===== src/rtl/shift_pkg.sv =====
// Shared definitions for the shift sequencer: FSM state encoding and direction constants.
package shift_pkg;

    typedef enum logic [1:0] {
        IDLE  = 2'd0,
        SHIFT = 2'd1,
        DONE  = 2'd2
    } state_t;

    localparam logic DIR_RIGHT = 1'b0;
    localparam logic DIR_LEFT  = 1'b1;

endpackage


===== src/rtl/shift_step_1b.sv =====
// Combinational one-position logical shift; vacated bit is zero, shifted-out bit is dropped.
module shift_step_1b
    import shift_pkg::*;
#(
    parameter int WIDTH = 4
) (
    input  logic [WIDTH-1:0] d,
    input  logic             dir,
    output logic [WIDTH-1:0] y
);

    assign y = (dir == DIR_LEFT) ? (d << 1) : (d >> 1);

endmodule


===== src/rtl/shift_seq_4b.sv =====
// Sequential shifter: loads an operand, shifts one position per cycle, then holds the result
// under a valid/ready handshake until the consumer takes it.
module shift_seq_4b
    import shift_pkg::*;
#(
    parameter int WIDTH = 4,
    parameter int AMT_W = 2
) (
    input  logic             clk,
    input  logic             rst,
    input  logic             in_valid,
    output logic             in_ready,
    input  logic [WIDTH-1:0] in_data,
    input  logic             in_dir,
    input  logic [AMT_W-1:0] in_amt,
    output logic             out_valid,
    input  logic             out_ready,
    output logic [WIDTH-1:0] q,
    output logic             busy
);

    state_t           r_state;
    state_t           w_next_state;
    logic [WIDTH-1:0] r_q;
    logic [WIDTH-1:0] w_shifted;
    logic [AMT_W-1:0] r_cnt;
    logic             r_dir;
    logic             w_load;
    logic             w_step;

    shift_step_1b #(.WIDTH(WIDTH)) u_step (
        .d   (r_q),
        .dir (r_dir),
        .y   (w_shifted)
    );

    always_comb begin
        w_next_state = r_state;
        w_load       = 1'b0;
        w_step       = 1'b0;
        case (r_state)
            IDLE: begin
                if (in_valid) begin
                    w_load       = 1'b1;
                    w_next_state = (in_amt != '0) ? SHIFT : DONE;
                end
            end
            SHIFT: begin
                w_step = 1'b1;
                // The shift on the cnt==1 edge is the final one.
                if (r_cnt == AMT_W'(1)) begin
                    w_next_state = DONE;
                end
            end
            DONE: begin
                if (out_ready) begin
                    w_next_state = IDLE;
                end
            end
            default: w_next_state = IDLE;
        endcase
    end

    always_ff @(posedge clk or posedge rst) begin
        if (rst) begin
            r_state <= IDLE;
            r_q     <= '0;
            r_cnt   <= '0;
            r_dir   <= DIR_RIGHT;
        end else begin
            r_state <= w_next_state;
            if (w_load) begin
                r_q   <= in_data;
                r_dir <= in_dir;
                r_cnt <= in_amt;
            end else if (w_step) begin
                r_q   <= w_shifted;
                r_cnt <= r_cnt - AMT_W'(1);
            end
        end
    end

    assign in_ready  = (r_state == IDLE);
    assign out_valid = (r_state == DONE);
    assign busy      = (r_state == SHIFT);
    assign q         = r_q;

endmodule


===== config.mk =====
export PLATFORM = sky130hd
export DESIGN_NAME = shift_seq_4b
export DESIGN_NICKNAME = d
export VERILOG_FILES = /design/src/rtl/shift_pkg.sv /design/src/rtl/shift_step_1b.sv /design/src/rtl/shift_seq_4b.sv
export SDC_FILE = /design/constraint.sdc
export NUM_CORES = 1
export LEC_CHECK = 0
export BUFFER_PORTS_ARGS = -buffer_cell sky130_fd_sc_hd__buf_2
export CAP_MARGIN = 10
export CORE_AREA = 2 2 39 41
export CTS_CLUSTER_DIAMETER = 60
export DETAILED_ROUTE_END_ITERATION = 8
export DIE_AREA = 0 0 41 43
export GPL_TIMING_DRIVEN = 1
export HOLD_SLACK_MARGIN = 0.06
export SLEW_MARGIN = 20
export SYNTH_ARGS = -nofsm -noshare
export SYNTH_HDL_FRONTEND = slang
export SYNTH_SLANG_ARGS = --single-unit

===== constraint.sdc =====
create_clock -name clk -period 1.6 [get_ports clk]
set_input_delay 0.32 -clock clk [delete_from_list [all_inputs] [get_ports clk]]
set_output_delay 0.32 -clock clk [all_outputs]
set_load 0.05 [all_outputs]

==> metrics.txt <==
sequential-to-total area share from yosys stat=44.0%; Leak=0.000309 uW; Setup crit end kind=output pin; post-route ant nets=0; fin cells=88; synthesized cell area=512 sq um; Clock Path Buffers=2; CTS tree=built; Total GRT Usage=13.3%; Via density=4.83; Mapped Avg Cell Area=10.0 sq um; grt ovf=0; HP Class=input port to flop; DR WL/cell=11.1 um; Max IR drop VDD=1.01 mV; full die area=1760 sq um; Distinct cells, synth=24; Tmin final=1.54 ns; drt drc=0; vias in the first global route=388; CORE AREA=1380 sq um; Gate Count Post-Synth=51; # setup viols final=0; via count=425; post-CTS setup buffers=0; total CTS buffers=3; Post-synth EDFFs=0; # diodes=0; FMAX=648 MHz; largest net degree at the start of global routing=10; Die X=41 um; row cnt=14; RSZ-0062 raised after global routing=no; top post-synthesis cells by area=dfrtp_1, mux2_2, o31ai_1; Inst Count DP=83; Slew @ Worst Pin=0.343 ns; Initial Utilization=37.0%; CP Data Required Time=1.28 ns; TritonRoute pass-1 iters=3; clk_lat worst skew=0.25 ns; root buffer selected by CTS=clkbuf_4; crit path kind=flop to output pin; Worst EP arrival=1.22 ns; #FFs+latches synth=9; clock sink count=9; global-route wire length before repair=1.57 mm; yosys warns=0; Final period util=96.4%; max-slew headroom at the worst pin=77.1%; Layout Skew=0.00594 ns; number of DRC markers in iteration 0=2; CTS H-tree depth=1; Synthesized Nets=63; initial antenna violation count=0; final core occ=46.9%; Slew Viols, Final=0; post-DP HPWL=773 um; status=finished clean; Power Density=2450 nW/um^2; # IOs=18; Final nets=85; share of layout cells above drive strength 1=40.3%; fillers=149; Final Hold Fails=0; Synth async-reset ratio=100%; setup TNS=0 ns; ys flop type=dfrtp_1; cell with the most instances after synthesis=dfrtp_1; top post-synthesis cells by count=dfrtp_1, nand2_1, nor2_1; Critical Path Fanout Max=9; Clock transition at path regs=0.06 ns; die extent in y=43 um; final WL=974 um; PortBufs=17; maxcap violations=0; post-synthesis to final-layout area growth=26.9%; routability-driven placement congestion ratio=0.713; Yosys top cell by area=dfrtp_1; CP startpoint kind=flop; worst hold slack=0.266 ns; area fraction of the dominant cell type after synthesis=44.0%
-- worst max-delay path, cell delays in order (launching register included) --
cell and delay [ns]:
dfrtp_2 0.47, nand2b_4 0.20, clkinv_4 0.08, clkbuf_4 0.22
-- cells by family after synthesis --
logic type / count (synthesis) / synth area share, %
buffers and inverters: 6 / 7.09
adder cells (fa/ha/maj): 1 / 2.44
AND/OR/NAND/NOR: 19 / 24.5
AO/OA/AOI/OAI: 14 / 17.6
flip-flops: 9 / 44.0
multiplexers: 2 / 4.40
-- cell type report --
type                            instances  area (sq um)  share of cell area [%]
Clock buffer                            4          26.3                    4.05
Inverter                                4          20.0                    3.08
Multi-Input combinational cell         36           250                    38.5
Timing Repair Buffer                   19           105                    16.2
Sequential cell                         9           228                    35.1
Tap cell                               16          20.0                    3.08
-- flip-flops by register name (all words and copies together) (netlist names) --
register / flops
r_state: 2
r_dir: 1
r_cnt: 2
q: 4
-- through the flow --
| step | cell area [sq um] | setup WS (ns) | power, uW |
|---|---|---|---|
| floorplan | 512 | 0.124 | 1240 |
| global placement | 608 | 0.272 | 1410 |
| detailed placement | 608 | 0.260 | 1420 |
| CTS | 646 | 0.00655 | 1610 |
| global route | 649 | 0.00847 | 1720 |
| finish | 649 | 0.0575 | 1590 |
-- final timing paths --
check / startpoint / endpoint / slack [ns] / cells past startpoint
max: r_state[1]$_DFFE_PP0P_ / busy / 0.06 / 3
min: in_data[1] / q[1]$_DFFE_PP0P_ / 0.27 / 3
max reg2reg: r_state[0]$_DFFE_PP0P_ / r_dir$_DFFE_PP0P_ / 0.30 / 2
min reg2reg: r_cnt[1]$_DFFE_PP0P_ / r_cnt[1]$_DFFE_PP0P_ / 0.54 / 2
max in group asynchronous: rst / r_state[0]$_DFFE_PP0P_ / 0.77 / 3
min in group asynchronous: rst / q[0]$_DFFE_PP0P_ / 0.56 / 3
-- per-layer routing --
layer | part of all wire [%] | GRT usage, % | up-vias
met5 | 0 | 0 | -
met4 | 0.82 | 8.00 | 0
met3 | 5.5 | 3.14 | 2
met2 | 44 | 19.1 | 13
met1 | 49 | 17.4 | 186
li1 | - | - | 224
-- repair_timing --
| action | CTS | global route |
|---|---|---|
| cloned | 0 | 0 |
| endpoints found under the hold margin | 9 | 0 |
| hold buffers | 1 | 0 |
| setup endpoints to repair | 1 | 2 |
| resized for setup | 1 | 2 |
-- cell usage in the layout (no fill, tap or decap), types with 3 or more instances in the layout --
master,count
o31ai_1,3
clkbuf_4,4
dfrtp_1,7
inv_1,3
nand2_1,5
a21oi_1,3
nor2_1,5
buf_2,16
-- where the power goes --
group,internal [uW],switching [uW]
sequential,351,145
clock,95.8,76.0
combinational,333,591
No activity file was read; power rests on OpenSTA's default activity.
